**config.mk**
```make
export PLATFORM = sky130hd
export DESIGN_NAME = generic_sram_line_en_initiator_flat
export DESIGN_NICKNAME = d
export VERILOG_FILES = /design/src/rtl/generic_sram_line_en_pkg.sv /design/src/rtl/generic_sram_line_en_if.sv /design/src/rtl/generic_sram_line_en_rsp_fifo.sv /design/src/rtl/generic_sram_line_en_initiator.sv /design/src/flat_wrapper.sv
export SDC_FILE = /design/constraint.sdc
export NUM_CORES = 1
export LEC_CHECK = 0
export ABC_AREA = 1
export CAP_MARGIN = 0
export CORE_MARGIN = 10
export CORE_UTILIZATION = 36
export DETAILED_ROUTE_END_ITERATION = 6
export PLACE_DENSITY_LB_ADDON = 0.15
export SLEW_MARGIN = 20
export SYNTH_ARGS = -nofsm -noshare
export SYNTH_HDL_FRONTEND = slang
export SYNTH_HIERARCHICAL = 1
export SYNTH_SLANG_ARGS = --single-unit
```
**constraint.sdc**
```tcl
create_clock -name i_clk -period 2.3 [get_ports i_clk]
set_input_delay 0.575 -clock i_clk [delete_from_list [all_inputs] [get_ports i_clk]]
set_output_delay 0.575 -clock i_clk [all_outputs]
set_load 0.01 [all_outputs]
```
**src/rtl/generic_sram_line_en_pkg.sv**
```systemverilog
// generic_sram_line_en_pkg: shared widths and response-entry layout for the line-enable SRAM initiator.
// The write flag in the entry exists only with GENERIC_SRAM_LINE_EN_INITIATOR_WRITE_ACK_EN.
package generic_sram_line_en_pkg;
    localparam int DEF_ADDR_BITS = 10;
    localparam int DEF_DATA_BITS = 32;
    typedef struct packed {
`ifdef GENERIC_SRAM_LINE_EN_INITIATOR_WRITE_ACK_EN
        logic write;
`endif
        logic [DEF_DATA_BITS-1:0] rdata;
    } rsp_entry_t;
endpackage

```
**src/rtl/generic_sram_line_en_if.sv**
```systemverilog
// generic_sram_line_en_if: single-port line SRAM strobes with one-cycle read latency.
interface generic_sram_line_en_if #(
    parameter int ADDR_BITS = 10,
    parameter int DATA_BITS = 32
);
    logic [ADDR_BITS-1:0] addr;
    logic                 write_en;
    logic                 read_en;
    logic [DATA_BITS-1:0] write_data;
    logic [DATA_BITS-1:0] read_data;
    modport master(output addr, write_en, read_en, write_data, input read_data);
    modport slave(input addr, write_en, read_en, write_data, output read_data);
endinterface

```
**src/rtl/generic_sram_line_en_rsp_fifo.sv**
```systemverilog
// generic_sram_line_en_rsp_fifo: synchronous FIFO of DEPTH entries with occupancy count.
module generic_sram_line_en_rsp_fifo #(
    parameter int DEPTH = 2,
    parameter int WIDTH = 32
) (
    input  logic                       clk,
    input  logic                       rst_n,
    input  logic                       push,
    input  logic [WIDTH-1:0]           push_data,
    input  logic                       pop,
    output logic [WIDTH-1:0]           pop_data,
    output logic [$clog2(DEPTH+1)-1:0] count
);
    localparam int CW = $clog2(DEPTH + 1);
    localparam int PW = $clog2(DEPTH);
    logic [WIDTH-1:0] mem [DEPTH];
    logic [PW-1:0]    wptr;
    logic [PW-1:0]    rptr;
    // Pointers wrap at DEPTH so non-power-of-two depths work.
    function automatic logic [PW-1:0] nxt(input logic [PW-1:0] p);
        return (p == PW'(DEPTH - 1)) ? '0 : p + 1'b1;
    endfunction
    always_ff @(posedge clk or negedge rst_n) begin
        if (!rst_n) begin
            wptr  <= '0;
            rptr  <= '0;
            count <= '0;
        end else begin
            if (push) wptr <= nxt(wptr);
            if (pop) rptr <= nxt(rptr);
            count <= count + CW'(push) - CW'(pop);
        end
    end
    always_ff @(posedge clk) begin
        if (push) mem[wptr] <= push_data;
    end
    assign pop_data = mem[rptr];
endmodule

```
**src/rtl/generic_sram_line_en_initiator.sv**
```systemverilog
// generic_sram_line_en_initiator: request/response front end for a one-cycle-latency line SRAM.
// GENERIC_SRAM_LINE_EN_INITIATOR_WRITE_ACK_EN adds write-ack beats and the o_rsp_write port.
module generic_sram_line_en_initiator
    import generic_sram_line_en_pkg::*;
#(
    parameter int MEM_ADDR_BITS = DEF_ADDR_BITS,
    parameter int MEM_DATA_BITS = DEF_DATA_BITS,
    parameter int RSP_DEPTH     = 2
) (
    input  logic                     i_clk,
    input  logic                     i_rst_n,
    input  logic                     i_req_valid,
    output logic                     o_req_ready,
    input  logic                     i_req_write,
    input  logic [MEM_ADDR_BITS-1:0] i_req_addr,
    input  logic [MEM_DATA_BITS-1:0] i_req_wdata,
    output logic                     o_rsp_valid,
    input  logic                     i_rsp_ready,
    output logic [MEM_DATA_BITS-1:0] o_rsp_rdata,
`ifdef GENERIC_SRAM_LINE_EN_INITIATOR_WRITE_ACK_EN
    output logic                     o_rsp_write,
`endif
    generic_sram_line_en_if.master   m
);
    localparam int CW = $clog2(RSP_DEPTH + 1);
    typedef struct packed {
`ifdef GENERIC_SRAM_LINE_EN_INITIATOR_WRITE_ACK_EN
        logic write;
`endif
        logic [MEM_DATA_BITS-1:0] rdata;
    } rsp_t;
    logic          acc;
    logic          rsp_acc;
    logic          pop;
    logic          pend;
    logic [CW-1:0] count;
    logic [CW:0]   credit;
    rsp_t          push_entry;
    rsp_t          head;
    assign acc = i_req_valid && o_req_ready;
    assign pop = o_rsp_valid && i_rsp_ready;
    // Entries already owed (buffered plus the beat in flight) after this cycle's pop.
    assign credit      = {1'b0, count} + (CW+1)'(pend) - (CW+1)'(pop);
    assign o_req_ready = i_rst_n && (credit < (CW+1)'(RSP_DEPTH));
    assign m.read_en    = acc && !i_req_write;
    assign m.write_en   = acc && i_req_write;
    assign m.addr       = i_req_addr;
    assign m.write_data = i_req_wdata;
`ifdef GENERIC_SRAM_LINE_EN_INITIATOR_WRITE_ACK_EN
    logic pend_write;
    assign rsp_acc = acc;
    always_ff @(posedge i_clk or negedge i_rst_n) begin
        if (!i_rst_n) pend_write <= 1'b0;
        else pend_write <= acc && i_req_write;
    end
    assign push_entry.write = pend_write;
    assign push_entry.rdata = pend_write ? '0 : m.read_data;
    assign o_rsp_write      = head.write;
`else
    assign rsp_acc          = acc && !i_req_write;
    assign push_entry.rdata = m.read_data;
`endif
    always_ff @(posedge i_clk or negedge i_rst_n) begin
        if (!i_rst_n) pend <= 1'b0;
        else pend <= rsp_acc;
    end
    generic_sram_line_en_rsp_fifo #(
        .DEPTH(RSP_DEPTH),
        .WIDTH($bits(rsp_t))
    ) u_fifo (
        .clk      (i_clk),
        .rst_n    (i_rst_n),
        .push     (pend),
        .push_data(push_entry),
        .pop      (pop),
        .pop_data (head),
        .count    (count)
    );
    assign o_rsp_valid = (count != '0);
    assign o_rsp_rdata = head.rdata;
endmodule

```
**src/flat_wrapper.sv**
```systemverilog
// flat-port wrapper written by rule: the top's interface ports become plain ports
module generic_sram_line_en_initiator_flat import generic_sram_line_en_pkg::*;
#(
    parameter int MEM_ADDR_BITS = DEF_ADDR_BITS,
    parameter int MEM_DATA_BITS = DEF_DATA_BITS,
    parameter int RSP_DEPTH     = 2
)
  (i_clk, i_rst_n, i_req_valid, o_req_ready, i_req_write, i_req_addr, i_req_wdata, o_rsp_valid, i_rsp_ready, o_rsp_rdata, m_addr, m_write_en, m_read_en, m_write_data, m_read_data);
  generic_sram_line_en_if #(.ADDR_BITS((10)), .DATA_BITS((32))) m_i ();
  input  logic i_clk;
  input  logic i_rst_n;
  input  logic i_req_valid;
  output logic o_req_ready;
  input  logic i_req_write;
  input  logic [MEM_ADDR_BITS-1:0] i_req_addr;
  input  logic [MEM_DATA_BITS-1:0] i_req_wdata;
  output logic o_rsp_valid;
  input  logic i_rsp_ready;
  output logic [MEM_DATA_BITS-1:0] o_rsp_rdata;
  output wire logic [$bits(m_i.addr)-1:0] m_addr;
  output wire logic [$bits(m_i.write_en)-1:0] m_write_en;
  output wire logic [$bits(m_i.read_en)-1:0] m_read_en;
  output wire logic [$bits(m_i.write_data)-1:0] m_write_data;
  input wire logic [$bits(m_i.read_data)-1:0] m_read_data;
  assign m_addr = m_i.addr;
  assign m_write_en = m_i.write_en;
  assign m_read_en = m_i.read_en;
  assign m_write_data = m_i.write_data;
  assign m_i.read_data = m_read_data;
  generic_sram_line_en_initiator #(.MEM_ADDR_BITS(MEM_ADDR_BITS), .MEM_DATA_BITS(MEM_DATA_BITS), .RSP_DEPTH(RSP_DEPTH)) u_core (.i_clk(i_clk), .i_rst_n(i_rst_n), .i_req_valid(i_req_valid), .o_req_ready(o_req_ready), .i_req_write(i_req_write), .i_req_addr(i_req_addr), .i_req_wdata(i_req_wdata), .o_rsp_valid(o_rsp_valid), .i_rsp_ready(i_rsp_ready), .o_rsp_rdata(o_rsp_rdata), .m(m_i));
endmodule
```
==> key figures <==
Worst setup path
  – WS Path Type: reg2out
  – Setup crit end kind: output port
  – Reg2reg path depth: 10
  – Critical path arrival: 2.22 ns
  – Crit start category: flop
  – RR Startpoint: u_core/u_fifo/count[1]$_DFF_PN0_
  – Worst path required time: 1.73 ns
  – R2R Path End: u_core/pend$_DFF_PN0_
  – Crit Path Max Fanout: 2
  – FF-to-FF setup slack: 0.36 ns

Placed design
  – Total placed cells including tap cells: 392
  – GP Congestion: 0.716
  – Post-Place Setup Slack: -1.17 ns
  – Post-DP HPWL: 4360 µm
  – Placed inst area: approximately 3700 µm²
  – PortBufs: 72

Logic synthesis
  – Adder-Cell Fraction of Synth Area: roughly 1.8%
  – Multiplexer share of the synthesized area: 0%
  – Most instantiated library cell after synthesis: edfxtp_1
  – Syn_nets: 333
  – Complex-gate fraction of the synthesized area: 8.55%
  – Synth top area share: around three fifths
  – Synth top area cells: edfxtp_1 61%, buf_4 10%, o21ai_2 7.5%
  – Post-synth top area cell: edfxtp_1
  – Yosys Warn Count: 6
  – Simple-gate share of the synthesized area: 6.36%
  – Top FF cell, synth: edfxtp_1
  – Post-synthesis xor/xnor area fraction: 0.557%
  – Post-synth EDFFs: 64
  – Main combinational cell family by area after synthesis: buffers and inverters
  – Syn Inst Count: 250
  – Distinct cells, synth: 19
  – FF+latch count, synth: 69
  – Ys async rst share: 7.25%
  – Top cells by count, synth: 64 x edfxtp_1, 43 x buf_4, 43 x inv_1
  – Mean Syn Cell Area: 12.6 µm²
  – Netlist Area Pre-Place: 3150 µm²
  – Register area share after synthesis: 65.0%

Layout
  – Design area: 3970 µm²
  – ANT cells: 0
  – Share of layout cells above drive strength 1: 22.7%
  – Core Util, Final: 46.2%
  – Area grow syn2layout: 26.2%
  – Nets: 382
  – Final std cells w/o fill: just over 400

Clocking
  – Sink Count: 69
  – Clock Latency Late Sink: 0.34 ns
  – Clock-pin slew on the worst setup and hold paths: 0.07 ns
  – Deepest clock path buffer count: 2
  – CTS root buffer: clkbuf_8
  – CTS buffer count: 9
  – CTS tree: built
  – H-tree depth: 3
  – Hold-fix buffers, CTS: 0

Job
  – Max-cap violations: 0

GRT
  – Pin count of the biggest net entering global routing: 26
  – GRT Util Overall: 10.2%
  – Remaining global-route overflow: 0
  – First-pass GRT wire length: 10200 µm
  – Initial antenna violation count: 0
  – Number of global-route vias before repair: 1973

Timing
  – Slew Limit Fails: 0
  – Setup_tns: -1.45 ns
  – Final Hold Fails: 0
  – Fin crit period: 2.80 ns
  – Measured slew at the worst slew-check pin: 0.460 ns
  – Clock Skews: 0.00755 ns
  – Worst rel slew slack: 69.3%
  – Hold Slack: 0.531 ns
  – Fmax: 358 MHz
  – Endpoints failing setup: 3
  – Final worst slack: -0.497 ns
  – Period utilization: 122%
  – Unrepaired setup endpoints after global routing: true

Status
  – Failing checks: setup timing
  – Status: finished with violations

Power and ir drop
  – Combinational share of power: 38.8%
  – P_sw: 1.36 mW
  – Leak pwr: 1.65 nW
  – Net Sw Frac: about a third
  – Clock network fraction of design power: 23.7%
  – P per Cell Area: approximately 1000 nW/µm²
  – Total power: 4.11 mW
  – Internal power: between 2 and 3 mW
  – Sequential share of power: 37.5%
  – Maximum vdd drop: 503 µV

Die
  – Die width: 113 µm
  – Num ports: 157
  – Cell Rows: 34
  – Starting Density: 36.6%
  – Die Span Y: 113 µm
  – Total core area: 8590 µm²
  – Die ar.: 12900 µm²

Hold path
  – Hold Path Class: in2async

Drt
  – Via density per instance: 4.36
  – Drt first pass iters: 4
  – Post-route DRC: 0
  – Remaining antenna violation count after routing: 0
  – Drt wl/cell: 15.3 µm
  – Iter 0 DRT Violations: 50
  – Final WL: roughly 6300 µm
  – Total number of vias: approximately 1800
==> worst max-delay path, cell delays in order, from the launching register on <==
cell	delay (ns)
dfrtp_1	0.39
o21a_1	0.20
ha_1	0.26
inv_1	0.05
nand2_1	0.05
fa_1	0.48
nand2_1	0.06
inv_2	0.07
nand4_4	0.09
nor2_4	0.11
buf_6	0.11
==> how the worst max path moves through the flow <==
stage	startpoint	end	slack, ns	cells after the start
final	u_core/u_fifo/count[1]$_DFF_PN0_	m_read_en	-0.50	10
after global routing	u_core/u_fifo/count[1]$_DFF_PN0_	m_read_en	-0.64	10
after CTS	u_core/u_fifo/count[0]$_DFF_PN0_	m_read_en	-0.59	10
after detailed placement	i_rsp_ready	m_read_en	-1.17	11
after global placement	i_rsp_ready	m_read_en	-1.16	11
after floorplan	i_rsp_ready	m_read_en	-0.19	9
==> cells by family after synthesis <==
group	count (synthesis)
xor+xnor	2
flops	69
simple gates	49
buf+inv	93
fa+ha+maj	4
compound gates	33
==> layer usage <==
layer  global-route usage (%)  routed length (µm)  vias up
met2                     16.2                3070       64
met1                     9.68                2160      820
met4                     8.38                 393        0
met5                        0                   0        -
met3                     5.30                 679       36
li1                         -                   -      876
==> flip-flops by register name (all words and copies together) (netlist names) <==
name,count
u_core/u_fifo/mem,64
u_core/u_fifo/wptr,1
u_core/u_fifo/rptr,1
u_core/pend,1
u_core/u_fifo/count,2
==> layout make-up <==
cell class	count	area, µm²
Clock buffer	9	124
Clock inverter	7	73.8
Fill cell	816	4620
Inverter	44	165
Multi-Input combinational cell	88	571
Sequential cell	69	2050
Tap cell	108	135
Timing Repair Buffer	87	856
==> power by group through the flow <==
stage | logic (mW) | clock network (mW) | registers (mW)
after floorplan | 0.977 | 0 | 1.56
after global placement | 1.64 | 0 | 1.56
after detailed placement | 1.66 | 0 | 1.56
after CTS | 1.65 | 1.01 | 1.54
after global routing | 1.80 | 1.08 | 1.55
final | 1.59 | 0.975 | 1.54
==> layout by cell type (no fill, tap or decap), types with 2 or more instances in the layout <==
| cell | Yosys | layout |
|---|---|---|
| clkdlybuf4s50_1 | 0 | 37 |
| buf_6 | 6 | 2 |
| dfrtp_1 | 5 | 4 |
| clkbuf_8 | 0 | 9 |
| nor2_4 | 0 | 2 |
| edfxtp_1 | 64 | 64 |
| inv_2 | 1 | 2 |
| o21ai_0 | 4 | 4 |
| xor2_1 | 2 | 2 |
| inv_1 | 43 | 42 |
| ha_1 | 3 | 3 |
| dlygate4sd2_1 | 0 | 30 |
| nand2_1 | 42 | 42 |
| clkinvlp_4 | 0 | 3 |
| o21ai_2 | 27 | 27 |
| dlymetal6s2s_1 | 0 | 2 |
| buf_4 | 43 | 11 |
| inv_6 | 0 | 2 |
| buf_12 | 0 | 2 |
==> timing repair <==
action / CTS / global route
cloned: 1 / 0
pin swaps: 6 / 3
setup buffers: 3 / 0
resized for setup: 46 / 5
endpoints found under the setup margin: 31 / 6
No activity file was read; power rests on OpenSTA's default activity.
